`src/rtl/serial_to_parallel_rx_if.sv`:
```
// Serial receive bundle: serial bit in, recovered byte/strobe/lock out.
// S2P_BYTE_COUNT_EN adds the 16-bit delivered-byte counter.
interface serial_to_parallel_rx_if;
    logic       data_in;
    logic [7:0] data_out;
    logic       valid_out;
    logic       active;
`ifdef S2P_BYTE_COUNT_EN
    logic [15:0] byte_count;

    modport master (output data_in, input data_out, valid_out, active, byte_count);
    modport slave  (input data_in, output data_out, valid_out, active, byte_count);
`else
    modport master (output data_in, input data_out, valid_out, active);
    modport slave  (input data_in, output data_out, valid_out, active);
`endif
endinterface

```
`src/rtl/serial_to_parallel_rx.sv`:
```
// Comma-aligned serial-to-parallel receiver on the 8x bit clock (MSB first).
// Optional S2P_BYTE_COUNT_EN: 16-bit wrapping count of delivered bytes.
module serial_to_parallel_rx #(
    parameter logic [7:0]  COMMA     = 8'hBC,
    parameter int unsigned BC_NEEDED = 4
) (
    input  logic                    clk_8f,
    input  logic                    reset,
    serial_to_parallel_rx_if.slave  bus
);

    typedef enum logic [1:0] {
        SEARCH,
        ALIGN,
        ACTIVE
    } state_t;

    localparam logic [3:0] BC_N = 4'(BC_NEEDED);

    state_t     r_state;
    state_t     w_state_nx;
    logic [7:0] r_shift;
    logic [7:0] w_shift_nx;
    logic [2:0] r_bitcnt;
    logic [2:0] w_bitcnt_nx;
    logic [3:0] r_bc_cnt;
    logic [3:0] w_bc_cnt_nx;
    logic [7:0] r_data_out;
    logic [7:0] w_data_nx;
    logic       r_valid;
    logic       w_valid_nx;
    logic       r_active;
    logic       w_boundary;
    logic       w_is_comma;

    // The completed byte is the shift register including this edge's bit.
    always_comb begin
        w_shift_nx  = {r_shift[6:0], bus.data_in};
        w_boundary  = (r_bitcnt == 3'd7);
        w_is_comma  = (w_shift_nx == COMMA);
        w_state_nx  = r_state;
        w_bitcnt_nx = r_bitcnt + 3'd1;
        w_bc_cnt_nx = r_bc_cnt;
        w_data_nx   = r_data_out;
        w_valid_nx  = 1'b0;

        case (r_state)
            SEARCH: begin
                if (w_is_comma) begin
                    w_bitcnt_nx = 3'd0;
                    w_bc_cnt_nx = 4'd1;
                    w_state_nx  = (BC_N == 4'd1) ? ACTIVE : ALIGN;
                end
            end
            ALIGN: begin
                if (w_boundary) begin
                    if (w_is_comma) begin
                        w_bc_cnt_nx = r_bc_cnt + 4'd1;
                        if (w_bc_cnt_nx == BC_N) begin
                            w_state_nx = ACTIVE;
                        end
                    end else begin
                        w_bc_cnt_nx = 4'd0;
                        w_state_nx  = SEARCH;
                    end
                end
            end
            ACTIVE: begin
                if (w_boundary && !w_is_comma) begin
                    w_data_nx  = w_shift_nx;
                    w_valid_nx = 1'b1;
                end
            end
            default: begin
                w_state_nx = SEARCH;
            end
        endcase
    end

    always_ff @(posedge clk_8f) begin
        if (reset) begin
            r_state    <= SEARCH;
            r_shift    <= '0;
            r_bitcnt   <= '0;
            r_bc_cnt   <= '0;
            r_data_out <= '0;
            r_valid    <= 1'b0;
            r_active   <= 1'b0;
        end else begin
            r_state    <= w_state_nx;
            r_shift    <= w_shift_nx;
            r_bitcnt   <= w_bitcnt_nx;
            r_bc_cnt   <= w_bc_cnt_nx;
            r_data_out <= w_data_nx;
            r_valid    <= w_valid_nx;
            r_active   <= (w_state_nx == ACTIVE);
        end
    end

    assign bus.data_out  = r_data_out;
    assign bus.valid_out = r_valid;
    assign bus.active    = r_active;

`ifdef S2P_BYTE_COUNT_EN
    logic [15:0] r_byte_count;

    // Counts in step with valid_out so the count already includes the strobed byte.
    always_ff @(posedge clk_8f) begin
        if (reset) begin
            r_byte_count <= '0;
        end else if (w_valid_nx) begin
            r_byte_count <= r_byte_count + 16'd1;
        end
    end

    assign bus.byte_count = r_byte_count;
`endif

endmodule
```
`src/flat_wrapper.sv`:
```
// flat-port wrapper written by rule: the top's interface ports become plain ports
module serial_to_parallel_rx_flat 
#(
    parameter logic [7:0]  COMMA     = 8'hBC,
    parameter int unsigned BC_NEEDED = 4
)
  (clk_8f, reset, bus_data_in, bus_data_out, bus_valid_out, bus_active);
  serial_to_parallel_rx_if bus_i ();
  input  logic clk_8f;
  input  logic reset;
  input wire logic [$bits(bus_i.data_in)-1:0] bus_data_in;
  output wire logic [$bits(bus_i.data_out)-1:0] bus_data_out;
  output wire logic [$bits(bus_i.valid_out)-1:0] bus_valid_out;
  output wire logic [$bits(bus_i.active)-1:0] bus_active;
  assign bus_i.data_in = bus_data_in;
  assign bus_data_out = bus_i.data_out;
  assign bus_valid_out = bus_i.valid_out;
  assign bus_active = bus_i.active;
  serial_to_parallel_rx #(.COMMA(COMMA), .BC_NEEDED(BC_NEEDED)) u_core (.clk_8f(clk_8f), .reset(reset), .bus(bus_i));
endmodule
```
`config.mk`:
```
export PLATFORM = sky130hd
export DESIGN_NAME = serial_to_parallel_rx_flat
export DESIGN_NICKNAME = d
export VERILOG_FILES = /design/src/rtl/serial_to_parallel_rx_if.sv /design/src/rtl/serial_to_parallel_rx.sv /design/src/flat_wrapper.sv
export SDC_FILE = /design/constraint.sdc
export NUM_CORES = 1
export LEC_CHECK = 0
export ABC_AREA = 0
export ABC_CLOCK_PERIOD_IN_PS = 1600
export CORE_ASPECT_RATIO = 1.4
export CORE_UTILIZATION = 47
export DETAILED_ROUTE_END_ITERATION = 16
export PLACE_DENSITY = 0.74
export SETUP_SLACK_MARGIN = 0.2
export SYNTH_ARGS = -nofsm -noshare
export SYNTH_HDL_FRONTEND = slang
export SYNTH_SLANG_ARGS = --single-unit
```
`constraint.sdc`:
```
create_clock -name clk_8f -period 1.6 [get_ports clk_8f]
set_input_delay 0.48 -clock clk_8f [delete_from_list [all_inputs] [get_ports clk_8f]]
set_output_delay 0.48 -clock clk_8f [all_outputs]
set_load 0.1 [all_outputs]
```
==> flow_metrics.env, run 1 <==
export IMPL_status="finished, final reports clean"
export IMPL_grt_pass1_vias=888
export IMPL_cp_slowest_cell="or4b_4"
export IMPL_cts_tree="done"
export IMPL_slew_violations=0
export IMPL_cp_end_kind="flop"
export IMPL_drv_cap=0
export IMPL_wl_met2_um=1370
export IMPL_path_class="reg2reg"
export IMPL_die_y_um=58.1
export IMPL_placed_cells=145
export IMPL_drive_above_1_share_pct=54.2
export IMPL_clock_sinks=26
export IMPL_wl_per_cell_um=15.1
export IMPL_ys_flop_type="dfxtp_1"
export IMPL_finClkSkew_ns=0.00524
export IMPL_min_from="bus_data_in"
export IMPL_fin_crit_ns=1.44
export IMPL_rrSetupSlack_ns=0.16
export IMPL_ios=13
export IMPL_grt_pass1_wl_um=3790
export IMPL_clock_latency_ns=0.32
export IMPL_wl_met1_um=940
export IMPL_grt_start_max_net_pins=15
export IMPL_nNetsFinal=150
export IMPL_worst_setup_path_start_kind="flop"
export IMPL_hpwl_um=1480
export IMPL_place_gp_congestion=0.799
export IMPL_max_stage_delay_ns=0.53
export IMPL_synth_seq_cells=26
export IMPL_rr_endpoint="u_core.r_state[1]"
export IMPL_crit_family="simple AND/OR/NAND/NOR gates"
export IMPL_final_area_sq_um=1670
export IMPL_worstHoldEndpoint="u_core.r_shift[0]"
export IMPL_cts_buffers=3
export IMPL_crit_required_ns=1.88
export IMPL_cts_buffer_depth=2
export IMPL_initial_core_util_pct=51.6
export IMPL_synthCells=107
export IMPL_post_dp_cell_area_sq_um=1400
export IMPL_async_flop_share_pct=0
export IMPL_first_pass_iters=4
export IMPL_row_count=19
export IMPL_rsz0062_at_grt="yes"
export IMPL_clkTransAtPathRegs_ns=0.14
export IMPL_syn_area_sq_um=1050
export IMPL_viasPerCell=5.64
export IMPL_insertedDiodeCount=0
export IMPL_synth_edf_count=0
export IMPL_fin_crit_sh_pct=90.1
export IMPL_slew_headroom_pct=82.5
export IMPL_die_x_um=42.0
export IMPL_finalHoldViolations=0
export IMPL_area_growth_pct=58.2
export IMPL_grt_overflow_total=0
export IMPL_routed_top_layer="met4"
export IMPL_htree_num_levels=1
export IMPL_setup_viol=0
export IMPL_multi_input_area_sq_um=638
export IMPL_worstMarginPinSlew_ns=0.263
export IMPL_met3_length_um=81
export IMPL_core_sq_um=2040
export IMPL_critPathMaxFanout=4
export IMPL_via_count=919
export IMPL_yosysUniqueCellTypes=28
export IMPL_hold_ws_ns=0.432
export IMPL_arrival_ns=1.72
export IMPL_r2r_start="u_core.r_bc_cnt[1]"
export IMPL_ir_drop_v=0.000742
export IMPL_setup_tns_ns=0
export IMPL_postRouteAntennaNets=0
export IMPL_synthesis_nets=114
export IMPL_clk_root_buffer_cell="clkbuf_4"
export IMPL_dieArea_sq_um=2440
export IMPL_track_usage_pct=20.5
export IMPL_wirelength_um=2470
export IMPL_crit_chain="ha_4 > nand2_4 > or4b_4 > o31ai_4 > a32o_1"
export IMPL_p_leak_nw=0.658
export IMPL_power_density_nw_per_um2=626
export IMPL_post_route_drc_count=0
export IMPL_final_cell_mix="buf_4 (23), dfxtp_2 (15), nor2_1 (10), buf_12 (10), dfxtp_1 (9)"
export IMPL_rr_worst_depth=5
export IMPL_port_buffers=12
export IMPL_crit_buf_inv=0
export IMPL_fillers=100
export IMPL_holdPathStages=2
export IMPL_antenna_found_initial=0
export IMPL_avgSynthCellArea_sq_um=9.86
export IMPL_drt_iter0_drc=39
export IMPL_hp_class="in2reg"
export IMPL_instances_no_fill=163
export IMPL_fmax_mhz=694
export IMPL_yosysWarnings=0
export IMPL_seqCellArea_sq_um=547
export IMPL_seq_area_frac_synth_pct=49.3
export IMPL_layout_commonest_cell="buf_4"
## cells in the mapped netlist, types with 2 or more instances
cell type  count  area share (%)
clkbuf_1       3             1.1
o21ai_0        5             2.4
nor2b_1       10             5.9
nand3_1        2            0.95
mux2i_1        8             7.6
nor2_1        10             3.6
a211oi_1       2             1.4
ha_1           4             4.7
a32o_1         2             1.9
a21oi_1        6             2.8
nand2_1        5             1.8
dfxtp_1       26              49
nand4_1        2             1.2
inv_1          3             1.1
and2_1         4             2.4
and4_1         2             1.7
a31oi_1        2             1.2
## cell families (layout without fill, tap and decap cells)
logic type                 after synthesis  count (layout)  share of synthesized area (%)
adders and majority gates                4               4                           4.75
and+or+nand+nor                         39              39                           21.7
DFF                                     26              26                           49.3
AOI/OAI and AO/OA                       20              20                           12.0
muxes                                    8               8                           7.59
buffers and inverters                    9              44                           3.80
xor gates and xnor gates                 1               1                          0.831
## layer usage
metal,vias to the layer above,GRT usage [%]
met2,38,38.2
met5,-,0
met3,7,1.87
li1,445,-
met1,429,21.9
met4,0,12.5
## state kept, by name, summed over array words and instances (netlist names)
register,count
u_core.bus.active,1
u_core.bus.data_out,8
u_core.bus.valid_out,1
u_core.r_bc_cnt,4
u_core.r_bitcnt,3
u_core.r_shift,7
u_core.r_state,2
## how the worst max path moves through the flow
stage,from,cells after the start,to
2_1_floorplan,bus_data_in,5,u_core.bus.active
3_3_place_gp,bus_data_in,5,u_core.bus.data_out[6]
3_5_place_dp,bus_data_in,5,u_core.bus.data_out[6]
4_1_cts,u_core.r_shift[0],5,u_core.r_bc_cnt[2]
5_1_grt,u_core.r_bitcnt[0],7,u_core.bus.data_out[3]
6_report,u_core.r_bc_cnt[1],5,u_core.r_state[1]
## where the power goes
group          leakage [nW]  switching (W)  internal (W)
Clock                0.0210       0.000194      0.000139
Combinational         0.418      0.0000215     0.0000262
Sequential            0.219     0.00000803      0.000655
Total                 0.658       0.000224      0.000821
## area by class of cell
| cell class | instances | area share [%] |
|---|---|---|
| Timing Repair Buffer | 37 | 24.6 |
| Inverter | 3 | 0.675 |
| Sequential cell | 26 | 32.8 |
| Clock buffer | 4 | 2.17 |
| Tap cell | 21 | 1.57 |
| Multi-Input combinational cell | 72 | 38.2 |
## timing repair
action	4_1_cts	5_1_grt
hold buffers	0	0
setup buffers	9	5
pin swaps	10	9
resized for setup	29	14
setup endpoints to repair	19	20
hold endpoints to repair	0	0
## through the flow
step                      setup slack (ns)  total power (W)  utilization, %
after floorplan                      0.174         0.000702               -
after global placement              -0.608         0.000722            68.4
after detailed placement            -0.640         0.000723            68.4
after CTS                            0.145          0.00104            77.3
after global routing                 0.113          0.00108            81.6
final                                0.159          0.00104            81.6
No activity file was read; power rests on OpenSTA's default activity.
==> run 2: changes to the inputs <==
--- a/config.mk
+++ b/config.mk
@@ -9,6 +9,7 @@
 export ABC_CLOCK_PERIOD_IN_PS = 1600
 export CORE_ASPECT_RATIO = 1.4
 export CORE_UTILIZATION = 47
+export CTS_CLUSTER_DIAMETER = 100
 export DETAILED_ROUTE_END_ITERATION = 16
 export PLACE_DENSITY = 0.74
 export SETUP_SLACK_MARGIN = 0.2
==> results of run 2 <==
No change in the layout: final DEF, timing and power equal those of run 1.
==> run 3: changes to the inputs <==
--- a/config.mk
+++ b/config.mk
@@ -7,11 +7,12 @@
 export LEC_CHECK = 0
 export ABC_AREA = 0
 export ABC_CLOCK_PERIOD_IN_PS = 1600
+export CAP_MARGIN = 20
 export CORE_ASPECT_RATIO = 1.4
 export CORE_UTILIZATION = 47
 export CTS_CLUSTER_DIAMETER = 100
 export DETAILED_ROUTE_END_ITERATION = 16
-export PLACE_DENSITY = 0.74
+export PLACE_DENSITY = 0.72
 export SETUP_SLACK_MARGIN = 0.2
 export SYNTH_ARGS = -nofsm -noshare
 export SYNTH_HDL_FRONTEND = slang
==> run 3 against run 2 <==
Total power is 9.8% higher. Die area stayed put. Worst setup slack worse by 0.046 ns. Register-to-register slack worse by 0.05 ns. Count of clock-buffer cells in the layout is 1 lower. Sequential cell count stayed put. Core utilization decreased by 4.7 points. First-iteration DRC count decreased by 64%. Clock skew fell by 0.0024 ns.
==> flow_metrics.env, run 3 (synthesized netlist as in run 1, its figures left out) <==
export IMPL_fin_crit_sh_pct=93.0
export IMPL_postRouteAntennaNets=0
export IMPL_final_area_sq_um=1570
export IMPL_drt_iter0_drc=14
export IMPL_ir_drop_v=0.000658
export IMPL_track_usage_pct=20.0
export IMPL_seqCellArea_sq_um=548
export IMPL_drv_cap=0
export IMPL_rr_worst_depth=7
export IMPL_clk_root_buffer_cell="clkbuf_4"
export IMPL_rsz0062_at_grt="yes"
export IMPL_multi_input_area_sq_um=604
export IMPL_fin_util_pct=77.0
export IMPL_grt_start_max_net_pins=16
export IMPL_worstMarginPinSlew_ns=0.265
export IMPL_nNetsFinal=138
export IMPL_final_cell_mix="dfxtp_2 (13), buf_4 (12), buf_12 (11), nor2_1 (10), dfxtp_1 (10)"
export IMPL_core_sq_um=2040
export IMPL_wl_per_cell_um=14.8
export IMPL_setup_viol=0
export IMPL_initial_core_util_pct=51.6
export IMPL_p_leak_nw=0.582
export IMPL_slew_headroom_pct=82.3
export IMPL_rrSetupSlack_ns=0.11
export IMPL_power_density_nw_per_um2=729
export IMPL_fin_crit_ns=1.49
export IMPL_area_growth_pct=49.2
export IMPL_finClkSkew_ns=0.00282
export IMPL_finalHoldViolations=0
export IMPL_clkTransAtPathRegs_ns=0.14
export IMPL_row_count=19
export IMPL_die_y_um=58.1
export IMPL_ios=13
export IMPL_hp_class="reg2reg"
export IMPL_viasPerCell=5.56
export IMPL_clock_latency_ns=0.31
export IMPL_drive_above_1_share_pct=45.4
export IMPL_insertedDiodeCount=0
export IMPL_crit_required_ns=1.83
export IMPL_die_x_um=42.0
export IMPL_grt_pass1_vias=889
export IMPL_wirelength_um=2240
export IMPL_dieArea_sq_um=2440
export IMPL_slew_violations=0
export IMPL_htree_num_levels=1
export IMPL_antenna_found_initial=0
export IMPL_clock_sinks=26
export IMPL_status="finished, final reports clean"
export IMPL_crit_end="u_core.bus.data_out[5]"
export IMPL_worst_setup_path_start_kind="flop"
export IMPL_grt_overflow_total=0
export IMPL_fmax_mhz=672
export IMPL_via_count=840
export IMPL_cts_tree="done"
export IMPL_layout_commonest_cell="dfxtp_2"
export IMPL_port_buffers=12
export IMPL_path_class="reg2reg"
export IMPL_r2r_start="u_core.r_bitcnt[0]"
export IMPL_hpwl_um=1620
export IMPL_post_dp_cell_area_sq_um=1380
export IMPL_pre_cts_ws_ns=-0.401
export IMPL_rr_endpoint="u_core.bus.data_out[5]"
export IMPL_holdBufCountCts=0
export IMPL_finalPower_w=0.00115
export IMPL_startpoint="u_core.r_bitcnt[0]"
export IMPL_fin_ws_ns=0.113
export IMPL_post_route_drc_count=0
export IMPL_fillers=130
export IMPL_grt_pass1_wl_um=3750
export IMPL_arrival_ns=1.71
export IMPL_cp_end_kind="flop"
export IMPL_cts_buffers=3
export IMPL_hold_ws_ns=0.448
export IMPL_largest_register_ffs=8
export IMPL_first_pass_iters=4
export IMPL_critPathMaxFanout=9
export IMPL_place_gp_congestion=0.758
export IMPL_cts_buffer_depth=2
[run 3: cell count changes in the layout (fill, tap and decap cells not counted), moves of 2 or more]
cell / previous run / this run
dfxtp_2: 15 / 13
buf_6: 2 / 0
o21ai_0: 1 / 3
nand2_1: 2 / 4
o21ai_1: 4 / 2
buf_4: 23 / 12
[run 3: area by class of cell]
cell class	count	share of cell area (%)
sequential	26	34.8
timing repair buffer	25	21.1
multi-input combinational	72	38.4
clock buffer	3	1.43
inverter	3	0.715
clock inverter	1	1.91
tap	21	1.67
[run 3: where the power goes]
group	internal (W)	total, W	switching [W]
combinational	0.0000201	0.0000394	0.0000192
clock	0.000253	0.000445	0.000192
sequential	0.000653	0.000662	0.00000870
[run 3: layer usage]
layer	vias to the layer above	global-route usage, %	wire, um
met1	403	21.6	880
met5	-	0	0
met2	16	39.3	1290
met3	2	1.87	47
met4	0	8.04	21
li1	419	-	-
[run 3: metrics by stage]
step,TNS [ns],cells
global route,0,151
floorplan,0,107
CTS,0,148
finish,0,151
detailed placement,-6.06,141
global placement,-5.37,141
[run 3: repair_timing]
| item | 4_1_cts | 5_1_grt |
|---|---|---|
| pin swaps | 6 | 7 |
| resized for setup | 17 | 13 |
| endpoints found under the setup margin | 19 | 16 |
| setup buffers | 3 | 3 |
| cloned | 0 | 0 |
[run 3: worst max-delay path: stages, from the launching register on]
cell	delay, ns
dfxtp_2	0.37
ha_4	0.13
ha_4	0.17
nand2_1	0.07
a211oi_2	0.22
buf_12	0.18
mux2i_1	0.19
nor2_1	0.06
[run 3: worst min path at each step]
stage,from,endpoint,slack [ns],depth (start not counted)
floorplan,u_core.r_bitcnt[0],u_core.r_bitcnt[0],0.41,1
global placement,u_core.r_bitcnt[0],u_core.r_bitcnt[0],0.41,1
detailed placement,u_core.r_bitcnt[0],u_core.r_bitcnt[0],0.43,1
CTS,u_core.r_bitcnt[0],u_core.r_bitcnt[0],0.45,1
global route,u_core.r_bitcnt[0],u_core.r_bitcnt[0],0.47,1
finish,u_core.r_bitcnt[0],u_core.r_bitcnt[0],0.45,1
